<file path="src/rtl/etapa_mem_vectorial.sv">
// etapa_mem_vectorial: vector memory stage splitting lane-packed vectors into per-element RAM accesses
module etapa_mem_vectorial #(
   parameter int LANES = 4,
   parameter int ELEM_W = 8,
   parameter int ADDR_W = 32,
   parameter int IMM_W = 8,
   parameter int DEST_W = 3,
   parameter int STRIDE_W = 8,
   localparam int VW = LANES*ELEM_W,
   localparam int VLW = $clog2(LANES+1)
) (
   input  logic                clk,
   input  logic                reset,
   input  logic                in_valid,
   output logic                in_ready,
   input  logic [1:0]          op,
   input  logic [VLW-1:0]      vl_in,
   input  logic [STRIDE_W-1:0] stride_in,
   input  logic                sel_mem,
   input  logic                ptr_clear,
   input  logic                sel_data,
   input  logic [VW-1:0]       data1_in,
   input  logic [VW-1:0]       result_alu,
   input  logic [IMM_W-1:0]    inmediate_in,
   input  logic [DEST_W-1:0]   dir_dest_in,
   output logic                mem_req,
   output logic                mem_wr,
   output logic [ADDR_W-1:0]   mem_addr,
   output logic [ELEM_W-1:0]   mem_wdata,
   input  logic [ELEM_W-1:0]   mem_rdata,
   input  logic                mem_ack,
   output logic                out_valid,
   input  logic                out_ready,
   output logic [VW-1:0]       mem_out,
   output logic [VW-1:0]       data,
   output logic [DEST_W-1:0]   dir_dest_out,
   output logic [IMM_W-1:0]    inmediate_out,
   output logic [ADDR_W-1:0]   pointer_out,
   output logic                busy
);
   typedef enum logic [1:0] {IDLE, ACCESS, DONE} state_t;
   state_t state;
   logic [1:0] op_q;
   logic [VLW-1:0] vl_q, idx, vl_c;
   logic [STRIDE_W-1:0] stride_q;
   logic [ADDR_W-1:0] base_q;
   logic clr_q, go;
   assign vl_c = vl_in > VLW'(LANES) ? VLW'(LANES) : vl_in;
   assign go = (op == 2'b01 || op == 2'b10) && vl_c != '0;
   assign mem_addr = base_q + ADDR_W'(idx) * ADDR_W'(stride_q);
   assign mem_wdata = data[idx*ELEM_W +: ELEM_W];
   always_ff @(posedge clk) begin
      if (reset) begin
         state <= IDLE;
         op_q <= '0;
         vl_q <= '0;
         idx <= '0;
         stride_q <= '0;
         base_q <= '0;
         clr_q <= 1'b0;
         data <= '0;
         inmediate_out <= '0;
         dir_dest_out <= '0;
         mem_out <= '0;
         pointer_out <= '0;
         in_ready <= 1'b1;
         busy <= 1'b0;
         mem_req <= 1'b0;
         mem_wr <= 1'b0;
         out_valid <= 1'b0;
      end else begin
         case (state)
            IDLE: if (in_valid) begin
               op_q <= op;
               vl_q <= vl_c;
               stride_q <= stride_in;
               base_q <= sel_mem ? ADDR_W'(inmediate_in) : pointer_out;
               data <= sel_data ? result_alu : data1_in;
               inmediate_out <= inmediate_in;
               dir_dest_out <= dir_dest_in;
               clr_q <= ptr_clear;
               mem_out <= '0;
               idx <= '0;
               state <= go ? ACCESS : DONE;
               mem_req <= go;
               mem_wr <= go && op == 2'b10;
               out_valid <= !go;
               in_ready <= 1'b0;
               busy <= 1'b1;
            end
            ACCESS: if (mem_ack) begin
               if (op_q == 2'b01) mem_out[idx*ELEM_W +: ELEM_W] <= mem_rdata;
               if (idx == vl_q - VLW'(1)) begin
                  state <= DONE;
                  mem_req <= 1'b0;
                  mem_wr <= 1'b0;
                  out_valid <= 1'b1;
               end else idx <= idx + VLW'(1);
            end
            DONE: if (out_ready) begin
               pointer_out <= clr_q ? '0 : base_q + ADDR_W'(vl_q) * ADDR_W'(stride_q);
               state <= IDLE;
               out_valid <= 1'b0;
               in_ready <= 1'b1;
               busy <= 1'b0;
            end
            default: state <= IDLE;
         endcase
      end
   end
endmodule

</file>
<file path="config.mk">
export PLATFORM = sky130hd
export DESIGN_NAME = etapa_mem_vectorial
export DESIGN_NICKNAME = d
export VERILOG_FILES = /design/src/rtl/etapa_mem_vectorial.sv
export SDC_FILE = /design/constraint.sdc
export NUM_CORES = 1
export LEC_CHECK = 0
export BUFFER_PORTS_ARGS = -buffer_cell sky130_fd_sc_hd__buf_2
export CORE_MARGIN = 8
export CORE_UTILIZATION = 41
export CTS_BUF_LIST = sky130_fd_sc_hd__clkbuf_2
export DETAILED_ROUTE_END_ITERATION = 16
export SLEW_MARGIN = 20
export SYNTH_ARGS = -nofsm -noshare
export SYNTH_HDL_FRONTEND = slang
export SYNTH_SLANG_ARGS = --single-unit
export TNS_END_PERCENT = 20
</file>
<file path="constraint.sdc">
create_clock -name clk -period 13.4 [get_ports clk]
set_clock_uncertainty 0.1 [all_clocks]
set_input_delay 1.34 -clock clk [delete_from_list [all_inputs] [get_ports clk]]
set_output_delay 1.34 -clock clk [all_outputs]
set_load 0.01 [all_outputs]
</file>
==> metrics.md, run 1 <==
| Metric | Value |
|---|---|
| Status | `complete, no violations` |
| Distinct cell type count of the synthesized netlist | `67` |
| Max Cap Violations | `0` |
| Final instance area | `11900 um2` |
| Cell area after synthesis | `10300 um2` |
| Final setup fails | `0` |
| Worst reg2reg setup slack | `9.07 ns` |
| Total track usage | `0.205` |
| Hold_sp | `op_q[1]` |
| Crit end category | `output port` |
| Hold Worst Slack | `0.370 ns` |
| Peak VDD IR | `0.0630 mV` |
| Num rows | `58` |
| Synth-to-layout area growth | `15.9%` |
| Most used DFF post-synth | `dfxtp_1` |
| Vias per inst | `5.42` |
| P_leak | `5.40 nW` |
| Synthesized Nets | `1425` |
| Largest net degree at the start of global routing | `76` |
| First-pass GRT wire length | `51.1 mm` |
| Most common cell after layout, fill and taps aside | `buf_2` |
| Hold Path End | `op_q[1]` |
| Worst hold path class | `register to register` |
| Num CTS Buffers | `17` |
| Synthesized netlist cell count | `1251` |
| Cell repeated most along the worst path | `fa_1` |
| Max Freq | `160 MHz` |
| Ratio of cells with drive above 1 in the final layout | `0.223` |
| Commonest non-fill, non-tap cells in the layout | `buf_2 (254), dfxtp_1 (163), nand2_1 (124)` |
| Root Driver | `clkbuf_2` |
| DIE WIDTH | `175 um` |
| Htree depth | `4` |
| Die H | `175 um` |
| Hold-fix buffers at CTS | `0` |
| Reg clk slew, reported paths | `0.31 ns` |
| Synth warn | `0` |
| PortBufs | `255` |
| Critical Path AT | `4.81 ns` |
| Period minus WS final | `6.25 ns` |
| Cell taking the most area after synthesis | `dfxtp_1` |
| Routed Antenna Nets | `0` |
| CP Launch Type | `register` |
| Delay-heaviest family, CP | `compound AO/OA/AOI/OAI gates` |
| Utilization after layout | `0.479` |
| Yosys reg bits | `163` |
| Slew HR | `0.315` |
| RSZ-0062 raised after global routing | `false` |
| CP Class | `register to output port` |
| Async SR Flop Fraction | `0` |
| Initial cell density of the core | `0.414` |
| Crit-path slowest cell | `a21oi_1` |
| Clock Latency Late Sink | `0.74 ns` |
| Number of fillers in the final layout | `2510` |
| Initial antenna violation count | `5` |
| Vias in the first global route | `9418` |
| Post-DP HPWL | `23.1 mm` |
| DR iter-0 viols | `746` |
| I/O pin total | `256` |
| Worst Path Required | `11.96 ns` |
| Total gr overflow | `0` |
| Setup TNS | `0 ns` |
| Setup bufs post-CTS | `0` |
| Total Wirelength | `31.9 mm` |
| Num Clock Sinks | `163` |
| Post-cts sizing count | `0` |
| Wire per inst | `17.9 um` |
| CTS tree | `done` |
| PD cells | `102 nW/um2` |
| Worst R2R End | `pointer_out[25]` |
| R2r startpoint | `vl_q[2]` |
| Period utilization | `0.467` |
| Area after DPL | `11700 um2` |
| GP Congestion | `0.832` |
| Critical Path Fanout Max | `13` |
| Max-slew violation count | `0` |
| DR vias | `9650` |
| FF-to-FF path depth | `10` |
| WP buf/inv | `1` |
| Final Hold Viols | `0` |
| Mean Syn Cell Area | `8.23 um2` |
| First drt pass iteration count | `5` |
| Core region area | `24900 um2` |
| Nets | `1610` |
| Sequential fraction of the synthesis area | `0.317` |
| EDFF count, synth | `0` |
| Clock Tree Buf Depth | `2` |
| Dominant cells by area after synthesis | `dfxtp_1 (32%), fa_1 (5.8%), a21oi_1 (5.0%)` |
| Die area | `30500 um2` |
| Critical path, cell by cell | `and2_1, fa_1, fa_1, ha_1, a2111o_1, a21o_1, a21oi_1, nor4b_1, a311o_1, buf_2` |
| Worst Max-Slew Pin Slew | `1.03 ns` |
| Residual DRC | `0` |
| Final std cells w/o fill | `1781` |
| Delay of the slowest cell on the worst path | `0.77 ns` |
| Synth top area share | `0.317` |
| Hold depth | `2` |
| Inst Count DP | `1747` |
[registers in the layout, summed over array words and instances, names as in the netlist, 2 cells and up]
| name | cells |
|---|---|
| base_q | 32 |
| data | 32 |
| dir_dest_out | 3 |
| idx | 3 |
| inmediate_out | 8 |
| mem_out | 32 |
| op_q | 2 |
| pointer_out | 32 |
| state | 2 |
| stride_q | 8 |
| vl_q | 3 |
[synthesized netlist by cell type, types with 4 or more instances]
master / count
dfxtp_1: 163
nand2_1: 125
a21oi_1: 103
inv_1: 83
nor2_1: 81
clkbuf_1: 72
nand3_1: 70
and2_1: 60
a211oi_1: 54
mux2i_1: 50
ha_1: 40
nand3b_1: 34
fa_1: 30
nand2b_1: 28
o21ai_0: 18
a22oi_1: 15
xor2_1: 15
a31oi_1: 14
nor3_1: 14
or4_1: 14
xnor2_1: 14
buf_2: 13
nand4_1: 12
nor3b_1: 10
a21o_1: 9
nor4_1: 9
buf_1: 8
mux4_2: 8
a32o_1: 6
and3_1: 6
buf_4: 5
o211ai_1: 5
a32oi_1: 4
nor2b_1: 4
o21bai_1: 4
or4b_2: 4
[routing by layer]
metal | wire length [um] | vias up | global-route usage | share of wire
met5 | 30 | - | 0 | 0.00094
met4 | 324 | 6 | 0.0396 | 0.010
met3 | 2080 | 21 | 0.0579 | 0.065
met2 | 15200 | 290 | 0.346 | 0.48
met1 | 14300 | 4584 | 0.259 | 0.45
li1 | - | 4749 | - | -
[power breakdown]
part	switching, mW	internal, mW
Combinational	0.233	0.141
Sequential	0.0399	0.530
Clock	0.214	0.0614
[worst max-delay path by stage]
| stage | end | startpoint | cells past startpoint | slack, ns |
|---|---|---|---|---|
| final | mem_addr[18] | idx[2] | 10 | 7.15 |
| after global routing | mem_addr[18] | idx[0] | 11 | 6.72 |
| after CTS | mem_addr[18] | idx[2] | 10 | 7.02 |
| after detailed placement | mem_addr[18] | idx[2] | 10 | 7.90 |
| after global placement | mem_addr[18] | idx[0] | 11 | 7.99 |
| after floorplan | mem_addr[31] | idx[1] | 12 | 8.12 |
[cell families (layout without fill, tap and decap cells)]
logic type / after synthesis / in the layout / share of synthesized area
DFF: 163 / 163 / 0.317
xor gates and xnor gates: 30 / 30 / 0.0268
and+or+nand+nor: 485 / 485 / 0.247
muxes: 60 / 60 / 0.0683
AOI/OAI and AO/OA: 261 / 261 / 0.164
other: 0 / 2 / 0
adders and majority gates: 70 / 70 / 0.107
buffers and inverters: 182 / 380 / 0.0697
[worst min-delay path: stages (launching register included)]
cell and delay, ns:
dfxtp_1 0.38, nand2_1 0.05, a21oi_1 0.05
[layout make-up]
cell class / instances / area (um2) / area share
antenna: 2 / 5.00 / 0.000419
clock buffer: 17 / 85.1 / 0.00713
clock inverter: 15 / 160 / 0.0134
inverter: 84 / 315 / 0.0264
multi-input combinational: 906 / 6350 / 0.532
sequential: 163 / 3260 / 0.273
tap: 330 / 413 / 0.0346
timing repair buffer: 264 / 1350 / 0.113
[metrics by stage]
step	power (mW)	worst slack [ns]
3_3_place_gp	0.953	7.99
2_1_floorplan	0.821	8.12
4_1_cts	1.24	7.02
6_report	1.22	7.15
5_1_grt	1.30	6.72
3_5_place_dp	0.958	7.90
No activity file was read; power rests on OpenSTA's default activity.
==> run 2: changes to the inputs <==
--- a/config.mk
+++ b/config.mk
@@ -5,6 +5,7 @@
 export SDC_FILE = /design/constraint.sdc
 export NUM_CORES = 1
 export LEC_CHECK = 0
+export ABC_AREA = 1
 export BUFFER_PORTS_ARGS = -buffer_cell sky130_fd_sc_hd__buf_2
 export CORE_MARGIN = 8
 export CORE_UTILIZATION = 41
==> constraint.sdc (replaced) <==
create_clock -name clk -period 6.1 [get_ports clk]
set_clock_uncertainty 0.1 [all_clocks]
set_input_delay 0.61 -clock clk [delete_from_list [all_inputs] [get_ports clk]]
set_output_delay 0.61 -clock clk [all_outputs]
set_load 0.01 [all_outputs]
==> metrics.md, run 2 <==
| Metric | Value |
|---|---|
| Num Clock Sinks | `163 (unchanged)` |
| Inst Count DP | `2042 (+17%)` |
| Clock Tree Buf Depth | `2 (unchanged)` |
| PortBufs | `255 (unchanged)` |
| Max Freq | `179 MHz` |
| Critical path, cell by cell | `nand2_1, fa_1, fa_1, fa_1, o21ai_1, a21oi_1, o21ai_0, nand2_1, xor2_1, buf_2` |
| Mean Syn Cell Area | `6.78 um2 (-18%)` |
| Final setup fails | `0 (unchanged)` |
| RSZ-0062 raised after global routing | `false` |
| Vias per inst | `5.02 (-7.4%)` |
| Setup bufs post-CTS | `0 (unchanged)` |
| Status | `complete, no violations` |
| Delay of the slowest cell on the worst path | `0.90 ns (+0.13 ns)` |
| Ratio of cells with drive above 1 in the final layout | `0.192 (-0.0311)` |
| Synthesized netlist cell count | `1519 (+21%)` |
| Vias in the first global route | `10500 (+11%)` |
| Sw Ratio | `0.460 (+0.0612)` |
| Worst Path Required | `5.39 ns (-6.57 ns)` |
| Period minus WS final | `5.60 ns` |
| Top-count cell post-synth | `nand2_1` |
| Post-DP HPWL | `25.6 mm (+11%)` |
| Crit-path slowest cell | `dfxtp_1` |
| Hold-fix buffers at CTS | `27 (+27)` |
| Clock Latency Late Sink | `0.72 ns (-0.02 ns)` |
| Synth cell count leaders | `nand2_1 (391), inv_1 (223), dfxtp_1 (163)` |
| Final instance area | `12300 um2 (+3.2%)` |
| GP Congestion | `0.895 (+7.6%)` |
| Synth top area share | `0.317 (about the same)` |
| Net Sw Power | `1.71 mW (+250%)` |
| PD cells | `301 nW/um2 (+190%)` |
| Fin worst setup slack | `0.503 ns (-6.64 ns)` |
| Total gr overflow | `0 (unchanged)` |
| Num rows | `58 (unchanged)` |
| Peak VDD IR | `0.138 mV (+120%)` |
| DIE WIDTH | `175 um (about the same)` |
| Final Hold Viols | `0 (unchanged)` |
| Residual DRC | `0 (unchanged)` |
| Cell repeated most along the worst path | `fa_1` |
| Dominant cells by area after synthesis | `dfxtp_1 (32%), nand2_1 (14%), inv_1 (8.1%)` |
| Critical Path Fanout Max | `18 (+5)` |
| Max Cap Violations | `0 (unchanged)` |
| Total track usage | `0.218 (+0.0128)` |
| Max-slew violation count | `0 (unchanged)` |
| Comb pwr share | `0.437 (+0.130)` |
| Largest net degree at the start of global routing | `74 (-2.6%)` |
| Synth warn | `0 (unchanged)` |
| Total Wirelength | `33.3 mm (+4.3%)` |
| Yosys reg bits | `163 (unchanged)` |
| Cell area after synthesis | `10300 um2 (about the same)` |
| CTS tree | `done` |
| Cell taking the most area after synthesis | `dfxtp_1` |
| Root Driver | `clkbuf_2` |
| Synth-to-layout area growth | `19.5%` |
| Area after DPL | `11800 um2 (+0.65%)` |
| Share of power burned in registers | `0.395 (-0.073)` |
| EDFF count, synth | `0 (unchanged)` |
| Utilization after layout | `0.493 (+0.0137)` |
| Initial cell density of the core | `0.413 (-0.00100)` |
| P_leak | `6.45 nW (+19%)` |
| WP buf/inv | `1 (unchanged)` |
| Clk pwr share | `0.168 (-0.057)` |
| Htree depth | `4 (unchanged)` |
| Pre-CTS setup slack | `1.31 ns (-6.58 ns)` |
| Delay-heaviest family, CP | `adder cells` |
| Core region area | `25000 um2 (+0.29%)` |
| CP Class | `register to output port` |
| Routed Antenna Nets | `0 (unchanged)` |
| Async SR Flop Fraction | `0 (unchanged)` |
| Sequential fraction of the synthesis area | `0.317 (about the same)` |
| Initial antenna violation count | `7 (+2)` |
| Most used DFF post-synth | `dfxtp_1` |
| Slew HR | `0.379 (+0.0640)` |
| First drt pass iteration count | `6 (+1)` |
| Reg clk slew, reported paths | `0.25 ns (-0.06 ns)` |
| Setup TNS | `0 ns (unchanged)` |
| Internal | `2.00 mW (+170%)` |
| Period utilization | `0.918` |
| Num CTS Buffers | `17 (unchanged)` |
| Post-cts sizing count | `0 (unchanged)` |
| CP Launch Type | `register` |
| Commonest non-fill, non-tap cells in the layout | `nand2_1 (390), buf_2 (254), inv_1 (222)` |
| DR iter-0 viols | `544 (-27%)` |
| Worst hold path class | `input pin to register` |
| Die area | `30500 um2 (about the same)` |
| Nets | `1934 (+20%)` |
| Distinct cell type count of the synthesized netlist | `43 (-36%)` |
| First-pass GRT wire length | `54.1 mm (+5.9%)` |
| Worst Max-Slew Pin Slew | `0.925 ns (-0.101 ns)` |
| I/O pin total | `256 (unchanged)` |
| Synthesized Nets | `1693 (+19%)` |
| Crit end category | `output port` |
| Critical Path AT | `4.89 ns (+0.08 ns)` |
| DR vias | `10600 (+9.7%)` |
| Final std cells w/o fill | `2110 (+18%)` |
| Die H | `175 um (about the same)` |
| Wire per inst | `15.8 um (-12%)` |
| Most common cell after layout, fill and taps aside | `nand2_1` |
[run 2: cell count changes in the layout (fill, tap and decap cells not counted), moves of 33 or more]
cell,delta
a211oi_1,-33
and2_1,-59
inv_1,+139
mux2i_1,-50
nand2_1,+266
nand3_1,+47
o211ai_1,+36
o21ai_0,+34
[run 2: through the flow]
stage / power (mW) / hold slack, ns
after global placement: 3.09 / 0.346
after global routing: 4.02 / 0.00451
after floorplan: 2.56 / 0.325
after detailed placement: 3.10 / 0.351
final: 3.71 / 0.0940
after CTS: 3.74 / 0.000497
[run 2: cell families (layout without fill, tap and decap cells)]
| logic type | after synthesis | in the layout | share of synthesized area |
|---|---|---|---|
| flops | 163 | 163 | 0.317 |
| buf+inv | 306 | 560 | 0.115 |
| compound gates | 253 | 253 | 0.143 |
| simple gates | 696 | 696 | 0.292 |
| other cells | 0 | 7 | 0 |
| fa+ha+maj | 70 | 70 | 0.107 |
| xor+xnor | 31 | 31 | 0.0263 |
[run 2: worst register-to-register path, delay by kind of cell (launching register included)]
kind / cells / cell delay [ns]
compound gates: 1 / 0.15
fa+ha+maj: 3 / 1.63
buf+inv: 1 / 0.05
flops: 1 / 0.65
simple gates: 9 / 1.16
[run 2: layer usage]
layer	track usage	vias to the layer above	part of all wire	routed length (um)
li1	-	5359	-	-
met1	0.265	4886	0.44	14600
met2	0.367	293	0.47	15500
met3	0.0662	50	0.072	2380
met4	0.0629	0	0.024	802
met5	0	-	0	0
[run 2: power by group through the flow]
stage | Clock (mW) | Combinational, mW | Sequential, mW
global placement | 0 | 1.60 | 1.48
finish | 0.624 | 1.62 | 1.46
detailed placement | 0 | 1.62 | 1.48
global route | 0.698 | 1.83 | 1.50
floorplan | 0 | 1.10 | 1.46
CTS | 0.647 | 1.64 | 1.46
[run 2: path summary, 6_finish.rpt]
check | startpoint | endpoint | slack [ns] | cells after the start
max | idx[2] | mem_addr[27] | 0.50 | 10
min reg2reg | mem_out[4] | mem_out[4] | 0.38 | 2
max reg2reg | vl_q[2] | pointer_out[13] | 2.32 | 14
min | op[0] | op_q[0] | 0.09 | 3
[run 2: cell type report]
cell class / count / area [um2]
diodes: 7 / 17.5
clock buffers: 18 / 90.1
clock inverters: 14 / 153
fillers: 2646 / 12700
inverters: 236 / 890
multi-input cells: 1050 / 5860
flip-flops and latches: 163 / 3260
well taps: 330 / 413
repair buffers: 292 / 1630
==> run 3: changes to the inputs <==
--- a/config.mk
+++ b/config.mk
@@ -5,7 +5,6 @@
 export SDC_FILE = /design/constraint.sdc
 export NUM_CORES = 1
 export LEC_CHECK = 0
-export ABC_AREA = 1
 export BUFFER_PORTS_ARGS = -buffer_cell sky130_fd_sc_hd__buf_2
 export CORE_MARGIN = 8
 export CORE_UTILIZATION = 41
==> metrics.md, run 3 (synthesis results as in run 1) <==
| Metric | Value |
|---|---|
| Hold Path End | `data[21]` |
| PortBufs | `255 (unchanged)` |
| Worst Max-Slew Pin Slew | `1.02 ns (+0.0910 ns)` |
| Largest net degree at the start of global routing | `76 (+2.7%)` |
| Clock Latency Late Sink | `0.74 ns (+0.02 ns)` |
| Worst Path Required | `5.39 ns (about the same)` |
| DR vias | `9985 (-5.7%)` |
| Period utilization | `0.872 (-0.0458)` |
| Initial antenna violation count | `3 (-4)` |
| Peak VDD IR | `0.141 mV (+2.5%)` |
| Residual DRC | `0 (unchanged)` |
| DR iter-0 viols | `634 (+17%)` |
| Most common cell after layout, fill and taps aside | `buf_2` |
| Post-DP HPWL | `23.7 mm (-7.2%)` |
| Final setup fails | `0 (unchanged)` |
| First drt pass iteration count | `5 (-1)` |
| Initial cell density of the core | `0.414 (+0.00100)` |
| Ratio of cells with drive above 1 in the final layout | `0.215 (+0.0232)` |
| Final std cells w/o fill | `1838 (-13%)` |
| CTS tree | `done` |
| Worst hold path class | `input pin to register` |
| Area after DPL | `11700 um2 (-0.59%)` |
| Critical Path Fanout Max | `11 (-7)` |
| First-pass GRT wire length | `53.1 mm (-1.7%)` |
| Root Driver | `clkbuf_2` |
| Hold depth | `3 (unchanged)` |
| DIE WIDTH | `175 um (about the same)` |
| Routed Antenna Nets | `0 (unchanged)` |
| Slew HR | `0.322 (-0.0573)` |
| Status | `complete, no violations` |
| Period minus WS final | `5.32 ns (-0.280 ns)` |
| Core region area | `24900 um2 (-0.29%)` |
| Max Freq | `188 MHz (+5.3%)` |
| CP Launch Type | `register` |
| Setup TNS | `0 ns (unchanged)` |
| FF-to-FF path depth | `10 (-4)` |
| Total Wirelength | `33.1 mm (-0.62%)` |
| Die area | `30500 um2 (about the same)` |
| R2r startpoint | `vl_q[2]` |
| P_leak | `5.64 nW (-13%)` |
| Worst R2R End | `pointer_out[23]` |
| Metal-1 WL | `14.4 mm (-1.4%)` |
| GP Congestion | `0.833 (-6.9%)` |
| Num Clock Sinks | `163 (unchanged)` |
| Critical Path AT | `4.61 ns (-0.28 ns)` |
| RSZ-0062 raised after global routing | `false` |
| PD cells | `218 nW/um2 (-28%)` |
| Vias in the first global route | `9853 (-6.2%)` |
| Power consumption | `2.72 mW (-27%)` |
| I/O pin total | `256 (unchanged)` |
| Htree depth | `4 (unchanged)` |
| Wire per inst | `18.0 um (+14%)` |
| Commonest non-fill, non-tap cells in the layout | `buf_2 (254), dfxtp_1 (163), nand2_1 (124)` |
| Worst reg2reg setup slack | `1.86 ns (-0.46 ns)` |
| Routed met3 length | `2.33 mm (-2.1%)` |
| Inst Count DP | `1748 (-14%)` |
| Vias per inst | `5.43 (+8.3%)` |
| CP Class | `register to output port` |
| Max Cap Violations | `0 (unchanged)` |
| Num rows | `58 (unchanged)` |
| Hold_sp | `result_alu[21]` |
| Post-cts sizing count | `0 (unchanged)` |
| Hold-fix buffers at CTS | `54 (+100%)` |
| Met2 WL | `15.8 mm (+2.1%)` |
| Reg clk slew, reported paths | `0.29 ns (+0.04 ns)` |
| Die H | `175 um (about the same)` |
| Setup bufs post-CTS | `0 (unchanged)` |
| Synth-to-layout area growth | `21.5%` |
| Max-slew violation count | `0 (unchanged)` |
| Total gr overflow | `0 (unchanged)` |
| Top routing layer used | `met5` |
| Clock Tree Buf Depth | `2 (unchanged)` |
| Final instance area | `12500 um2 (+1.7%)` |
| Num CTS Buffers | `17 (unchanged)` |
| Crit end category | `output port` |
| Total track usage | `0.213 (-0.00530)` |
| Nets | `1668 (-14%)` |
| Final Hold Viols | `0 (unchanged)` |
## run 3: cell type report
class	instances	area (um2)
fillers	2428	12400
multi-input cells	906	6350
flip-flops and latches	163	3260
repair buffers	322	1920
well taps	330	413
inverters	84	315
clock inverters	15	166
clock buffers	17	85.1
diodes	1	2.50
## run 3: where the power goes
group / leakage (nW) / switching [mW] / internal [mW]
Sequential: 1.33 / 0.0922 / 1.16
Clock: 0.143 / 0.472 / 0.136
Combinational: 4.17 / 0.524 / 0.336
## run 3: metal layers
layer / up-vias / GRT usage
met3: 42 / 0.0599
li1: 4880 / -
met4: 4 / 0.0477
met5: - / 0
met2: 306 / 0.359
met1: 4753 / 0.266
## run 3: how the worst max path moves through the flow
stage / startpoint / depth (start not counted) / slack (ns) / end
global route: idx[2] / 10 / 0.49 / mem_addr[31]
global placement: idx[2] / 10 / 1.67 / mem_addr[31]
finish: idx[2] / 10 / 0.78 / mem_addr[31]
CTS: idx[2] / 10 / 0.66 / mem_addr[31]
floorplan: idx[1] / 12 / 1.55 / mem_addr[31]
detailed placement: idx[2] / 10 / 1.59 / mem_addr[31]
## run 3: stage by stage
stage               hold WS (ns)  worst slack [ns]   util
floorplan                  0.331              1.55      -
detailed placement         0.347              1.59  0.470
global route             0.00517             0.486  0.503
global placement           0.339              1.67  0.470
finish                    0.0724             0.783  0.503
CTS                     0.000712             0.662  0.502
## run 3: worst max-delay path: stages, from the launching register on
cell	delay, ns
dfxtp_1	0.63
nand2_1	0.14
fa_1	0.58
fa_1	0.46
fa_1	0.48
nor2b_1	0.17
o2111ai_1	0.21
a211o_1	0.49
a311oi_1	0.39
xor2_1	0.16
buf_2	0.14
